## src/rtl/pwm_compare_stage.sv

```systemverilog
// Compares the upstream mod-UPTO count against a double-buffered duty value and emits
// a registered PWM, a period-start strobe and a period count. Optional dead time: PWM_DEADTIME_EN.
module pwm_compare_stage #(
    parameter int CNT_W    = 4,
    parameter int UPTO     = 10,
    parameter int DUTY_RST = 0,
    parameter int DEAD_CYC = 2
) (
    input  logic             clk,
    input  logic             rst,
    input  logic [CNT_W-1:0] count_in,
    input  logic [CNT_W-1:0] duty_in,
    input  logic             duty_valid,
    output logic             duty_ready,
    output logic             pwm_out,
    output logic             period_start,
    output logic [15:0]      period_cnt
`ifdef PWM_DEADTIME_EN
    ,
    output logic             pwm_n_out
`endif
);

    // Any duty at or above the modulus is a full-on period; clamp so the constant fits CNT_W+1 bits.
    localparam int              UPTO_SAT   = (UPTO < (1 << CNT_W)) ? UPTO : (1 << CNT_W);
    localparam logic [CNT_W:0]   UPTO_W     = (CNT_W + 1)'(UPTO_SAT);
    localparam logic [CNT_W-1:0] DUTY_RST_W = CNT_W'(DUTY_RST);

    logic [CNT_W-1:0] count_q, count_d;
    logic [CNT_W-1:0] duty_act_q, duty_act_d;
    logic [CNT_W-1:0] duty_pend_q, duty_pend_d;
    logic             pend_vld_q, pend_vld_d;
    logic             raw_q, raw_d;
    logic             period_start_q, period_start_d;
    logic [15:0]      period_cnt_q, period_cnt_d;

    logic             wrap;
    logic             xfer;
    logic             commit;
    logic [CNT_W-1:0] duty_eff;

    always_comb begin
        wrap     = (count_in < count_q);
        xfer     = duty_valid && !pend_vld_q;
        commit   = wrap && pend_vld_q;
        duty_eff = commit ? duty_pend_q : duty_act_q;

        count_d        = count_in;
        duty_act_d     = duty_eff;
        duty_pend_d    = xfer ? duty_in : duty_pend_q;
        pend_vld_d     = commit ? 1'b0 : (xfer ? 1'b1 : pend_vld_q);
        raw_d          = ({1'b0, duty_eff} >= UPTO_W) || (count_in < duty_eff);
        period_start_d = wrap;
        period_cnt_d   = wrap ? period_cnt_q + 16'd1 : period_cnt_q;
    end

    always_ff @(posedge clk) begin
        if (rst) begin
            count_q        <= '1;
            duty_act_q     <= DUTY_RST_W;
            duty_pend_q    <= '0;
            pend_vld_q     <= 1'b0;
            raw_q          <= 1'b0;
            period_start_q <= 1'b0;
            period_cnt_q   <= 16'd0;
        end else begin
            count_q        <= count_d;
            duty_act_q     <= duty_act_d;
            duty_pend_q    <= duty_pend_d;
            pend_vld_q     <= pend_vld_d;
            raw_q          <= raw_d;
            period_start_q <= period_start_d;
            period_cnt_q   <= period_cnt_d;
        end
    end

    assign duty_ready   = ~pend_vld_q;
    assign period_start = period_start_q;
    assign period_cnt   = period_cnt_q;

`ifdef PWM_DEADTIME_EN
    localparam logic [3:0] DEAD_W = 4'(DEAD_CYC);

    // Each counter measures how long its phase has lasted, saturating at the dead time.
    logic [3:0] dt_p_q, dt_p_d;
    logic [3:0] dt_n_q, dt_n_d;

    always_comb begin
        dt_p_d = 4'd0;
        dt_n_d = 4'd0;
        if (raw_q) begin
            dt_p_d = (dt_p_q == DEAD_W) ? dt_p_q : dt_p_q + 4'd1;
        end else begin
            dt_n_d = (dt_n_q == DEAD_W) ? dt_n_q : dt_n_q + 4'd1;
        end
    end

    always_ff @(posedge clk) begin
        if (rst) begin
            dt_p_q <= 4'd0;
            dt_n_q <= 4'd0;
        end else begin
            dt_p_q <= dt_p_d;
            dt_n_q <= dt_n_d;
        end
    end

    assign pwm_out   = raw_q && (dt_p_q == DEAD_W);
    assign pwm_n_out = !raw_q && (dt_n_q == DEAD_W);
`else
    // Dead time is not built in this configuration.
    logic [3:0] unused_dead_cyc;
    assign unused_dead_cyc = 4'(DEAD_CYC);
    assign pwm_out         = raw_q;
`endif

endmodule
```

## config.mk

```make
export PLATFORM = sky130hd
export DESIGN_NAME = pwm_compare_stage
export DESIGN_NICKNAME = d
export VERILOG_FILES = /design/src/rtl/pwm_compare_stage.sv
export SDC_FILE = /design/constraint.sdc
export NUM_CORES = 1
export LEC_CHECK = 0
export BUFFER_PORTS_ARGS = -buffer_cell sky130_fd_sc_hd__buf_2
export CAP_MARGIN = 20
export CORE_ASPECT_RATIO = 1.75
export CORE_UTILIZATION = 53
export DETAILED_ROUTE_END_ITERATION = 8
export PLACE_DENSITY_LB_ADDON = 0.2
export REMOVE_ABC_BUFFERS = 1
export SYNTH_ARGS = -nofsm -noshare
export SYNTH_HDL_FRONTEND = slang
export SYNTH_SLANG_ARGS = --single-unit
```

## constraint.sdc

```tcl
create_clock -name clk -period 3 [get_ports clk]
set_input_delay 0.6 -clock clk [delete_from_list [all_inputs] [get_ports clk]]
set_output_delay 0.6 -clock clk [all_outputs]
set_load 0.01 [all_outputs]
```

==> impl_metrics.env <==
export IMPL_drive_above_1_share_pct=25.4
export IMPL_yosysWarnings=0
export IMPL_cpMaxStageDelayCell="o211ai_2"
export IMPL_die_area_sq_mm=0.00296
export IMPL_clk_pin_slew_ps=60
export IMPL_min_period_over_period_pct=88.5
export IMPL_fin_ws_ps=346
export IMPL_critPathRequiredTime_ps=3200
export IMPL_grt_setup_unrepaired="false"
export IMPL_via_per_inst=6.00
export IMPL_netlist_area_sq_mm=0.00145
export IMPL_drv_slew=0
export IMPL_worst_ep_arrival_time_ps=2860
export IMPL_cts_setup_buffers=0
export IMPL_drt_initial_drc_count=32
export IMPL_clk_insertion_delay_late_ps=290
export IMPL_status="finished, final reports clean"
export IMPL_cts_tree="done"
export IMPL_power_density_mw_per_mm2=514
export IMPL_post_cts_resized=0
export IMPL_p_leak_nw=0.721
export IMPL_firstDrtPassIters=4
export IMPL_register_area_sq_um=621
export IMPL_num_io_pins=30
export IMPL_grt_pass1_wl_um=5400
export IMPL_ys_ff_latch=31
export IMPL_fin_worst_skew_ps=7.60
export IMPL_clock_root_buffer="clkbuf_8"
export IMPL_tightest_slew_ps=551
export IMPL_yosysUniqueCellTypes=37
export IMPL_finalHoldViolCount=0
export IMPL_slew_headroom_pct=63.3
export IMPL_crit_path_end_kind="register"
export IMPL_core_area_sq_mm=0.00255
export IMPL_ant_nets=0
export IMPL_gp_congestion=0.733
export IMPL_dr_total_vias=1266
export IMPL_die_h_um=71.2
export IMPL_drt_wl_total_um=3100
export IMPL_grt_usage_pct=23.5
export IMPL_pre_cts_slack_ps=8.52
export IMPL_initial_core_util_pct=56.8
export IMPL_io_buffers=29
export IMPL_wire_per_inst_um=14.7
export IMPL_vdd_drop_max_mv=0.347
export IMPL_h_tree_depth=2
export IMPL_min_period_ps=2650
export IMPL_antenna_found_initial=0
export IMPL_grt_pass1_vias=1229
export IMPL_multi_input_area_sq_um=763
export IMPL_nFillCells=234
export IMPL_critical_path_top_delay_family="compound AO/OA/AOI/OAI gates"
export IMPL_slowest_delay_ps=380
export IMPL_critPathBufInv=1
export IMPL_hold_buffers=0
export IMPL_post_route_drc_count=0
export IMPL_final_nets=202
export IMPL_die_x_um=41.5
export IMPL_syn_to_final_growth_pct=16.0
export IMPL_cts_buffer_depth=2
export IMPL_crit_chain="buf_2 > ha_1 > o211ai_2 > o211ai_2 > mux2i_1 > ha_1 > o211ai_1 > nand3b_1 > and3b_1 > o32ai_1"
export IMPL_num_rows=24
export IMPL_grt_overflow=0
export IMPL_maxCapViolations=0
export IMPL_tns_ps=0
export IMPL_setup_viol=0
export IMPL_path_max_fanout=7
export IMPL_antenna_cells=0
export IMPL_dpl_hpwl_um=2250
export IMPL_synth_yosys_seq_area_share_pct=42.8
export IMPL_cts_made_buffers=5
export IMPL_cts_sinks=31
export IMPL_fmax_mhz=377
export IMPL_cp_start_kind="primary input"
export IMPL_hp_class="register to register"
export IMPL_criticalPathCategory="primary input to register"
export IMPL_grt_max_degree=33
export IMPL_syn_inst=154
export IMPL_avgSynthCellArea_sq_um=9.41
cells in the mapped netlist (all sizes together):
cell | n | share of area (%)
nand2 | 4 | 1.0
or4 | 9 | 4.7
and3 | 1 | 0.43
dfxtp | 31 | 43
o21a | 1 | 0.52
nand3b | 1 | 0.52
o41ai | 1 | 0.60
o211ai | 4 | 2.8
o31ai | 8 | 4.1
o21ai | 5 | 1.7
and3b | 1 | 0.60
nor4 | 1 | 0.43
or2 | 4 | 1.7
buf | 2 | 1.1
inv | 8 | 2.1
nor2 | 14 | 3.6
and4 | 1 | 0.60
o32ai | 1 | 0.60
nor3 | 3 | 1.0
nand4 | 3 | 1.3
and2 | 2 | 0.86
xor2 | 2 | 1.2
clkbuf | 5 | 1.3
ha | 7 | 6.0
nor3b | 1 | 1.3
o21ba | 1 | 0.69
or3 | 2 | 0.86
o2111ai | 1 | 1.0
mux2i | 9 | 6.2
a21oi | 12 | 4.4
nand3 | 6 | 2.1
mux2 | 1 | 0.78
nor2b | 2 | 0.86
layer usage:
metal / routed length [um] / track usage (%) / up-vias / share of wire [%]
met4: 73 / 11.8 / 0 / 2.4
li1: - / - / 624 / -
met2: 1710 / 43.2 / 35 / 55
met5: 0 / 0 / - / 0
met1: 1200 / 24.0 / 601 / 39
met3: 109 / 5.36 / 6 / 3.5
path summary, 6_finish.rpt:
| kind | start | to | slack (ps) | cells past startpoint |
|---|---|---|---|---|
| max reg2reg | count_q[3] | pwm_out | 440 | 10 |
| min | period_cnt[13] | period_cnt[13] | 500 | 2 |
| min reg2reg | period_cnt[13] | period_cnt[13] | 500 | 2 |
| max | count_in[3] | pwm_out | 350 | 10 |
layout make-up:
| class | instances | area share, % |
|---|---|---|
| Clock buffer | 7 | 4.54 |
| Timing Repair Buffer | 30 | 9.08 |
| Multi-Input combinational cell | 108 | 45.4 |
| Tap cell | 26 | 1.94 |
| Sequential cell | 31 | 36.9 |
| Inverter | 8 | 1.79 |
| Clock inverter | 1 | 0.298 |
power by group:
part | leakage (nW) | switching, W | internal (W) | total (W)
sequential | 0.253 | 0.0000135 | 0.000430 | 0.000444
clock | 0.0422 | 0.000151 | 0.000162 | 0.000314
combinational | 0.426 | 0.0000591 | 0.0000465 | 0.000106
total | 0.721 | 0.000224 | 0.000639 | 0.000863
state kept, by name, indices dropped and copies added (netlist names):
name          cells
duty_act_q        4
period_cnt       16
count_q           4
duty_pend_q       4
period_start      1
pend_vld_q        1
pwm_out           1
worst reg2reg max path, cell delays in order (launching register included):
cell and delay, ps:
dfxtp_1 310, inv_1 40, ha_1 310, o211ai_2 140, o211ai_2 380, mux2i_1 320, ha_1 280, o211ai_1 170
nand3b_1 110, and3b_1 170, o32ai_1 240
layout by cell type, fill, tap and decap left out, types with 4 or more instances in the layout:
| master | count |
|---|---|
| nor2_1 | 14 |
| or2_2 | 4 |
| or4_1 | 9 |
| ha_1 | 7 |
| o31ai_1 | 8 |
| o21ai_0 | 4 |
| nand3_1 | 6 |
| dfxtp_1 | 31 |
| inv_1 | 8 |
| mux2i_1 | 9 |
| buf_2 | 29 |
| nand2_1 | 4 |
| clkbuf_8 | 5 |
| a21oi_1 | 11 |
through the flow:
| step | cell area [sq um] | std cells | total power (W) | util, % | hold WS [ps] |
|---|---|---|---|---|---|
| 6_report | 1680 | 211 | 0.000863 | 65.8 | 497 |
| 5_1_grt | 1680 | 211 | 0.000897 | 65.8 | 532 |
| 4_1_cts | 1670 | 210 | 0.000868 | 65.5 | 500 |
| 3_5_place_dp | 1590 | 202 | 0.000557 | 62.4 | 490 |
| 3_3_place_gp | 1590 | 202 | 0.000551 | 62.4 | 464 |
| 2_1_floorplan | 1410 | 147 | 0.000517 | - | 460 |
cells by family (layout without fill, tap and decap cells):
family                   Yosys count  in the layout  synth area share (%)
buffers and inverters             15             46                  4.49
AO/OA/AOI/OAI                     34             34                  16.5
XOR/XNOR                           2              2                  1.21
flip-flops                        31             31                  42.8
multiplexers                      10             10                  7.00
AND/OR/NAND/NOR                   55             55                  21.9
adder cells (fa/ha/maj)            7              7                  6.04
(Power assumes the default switching activity.)
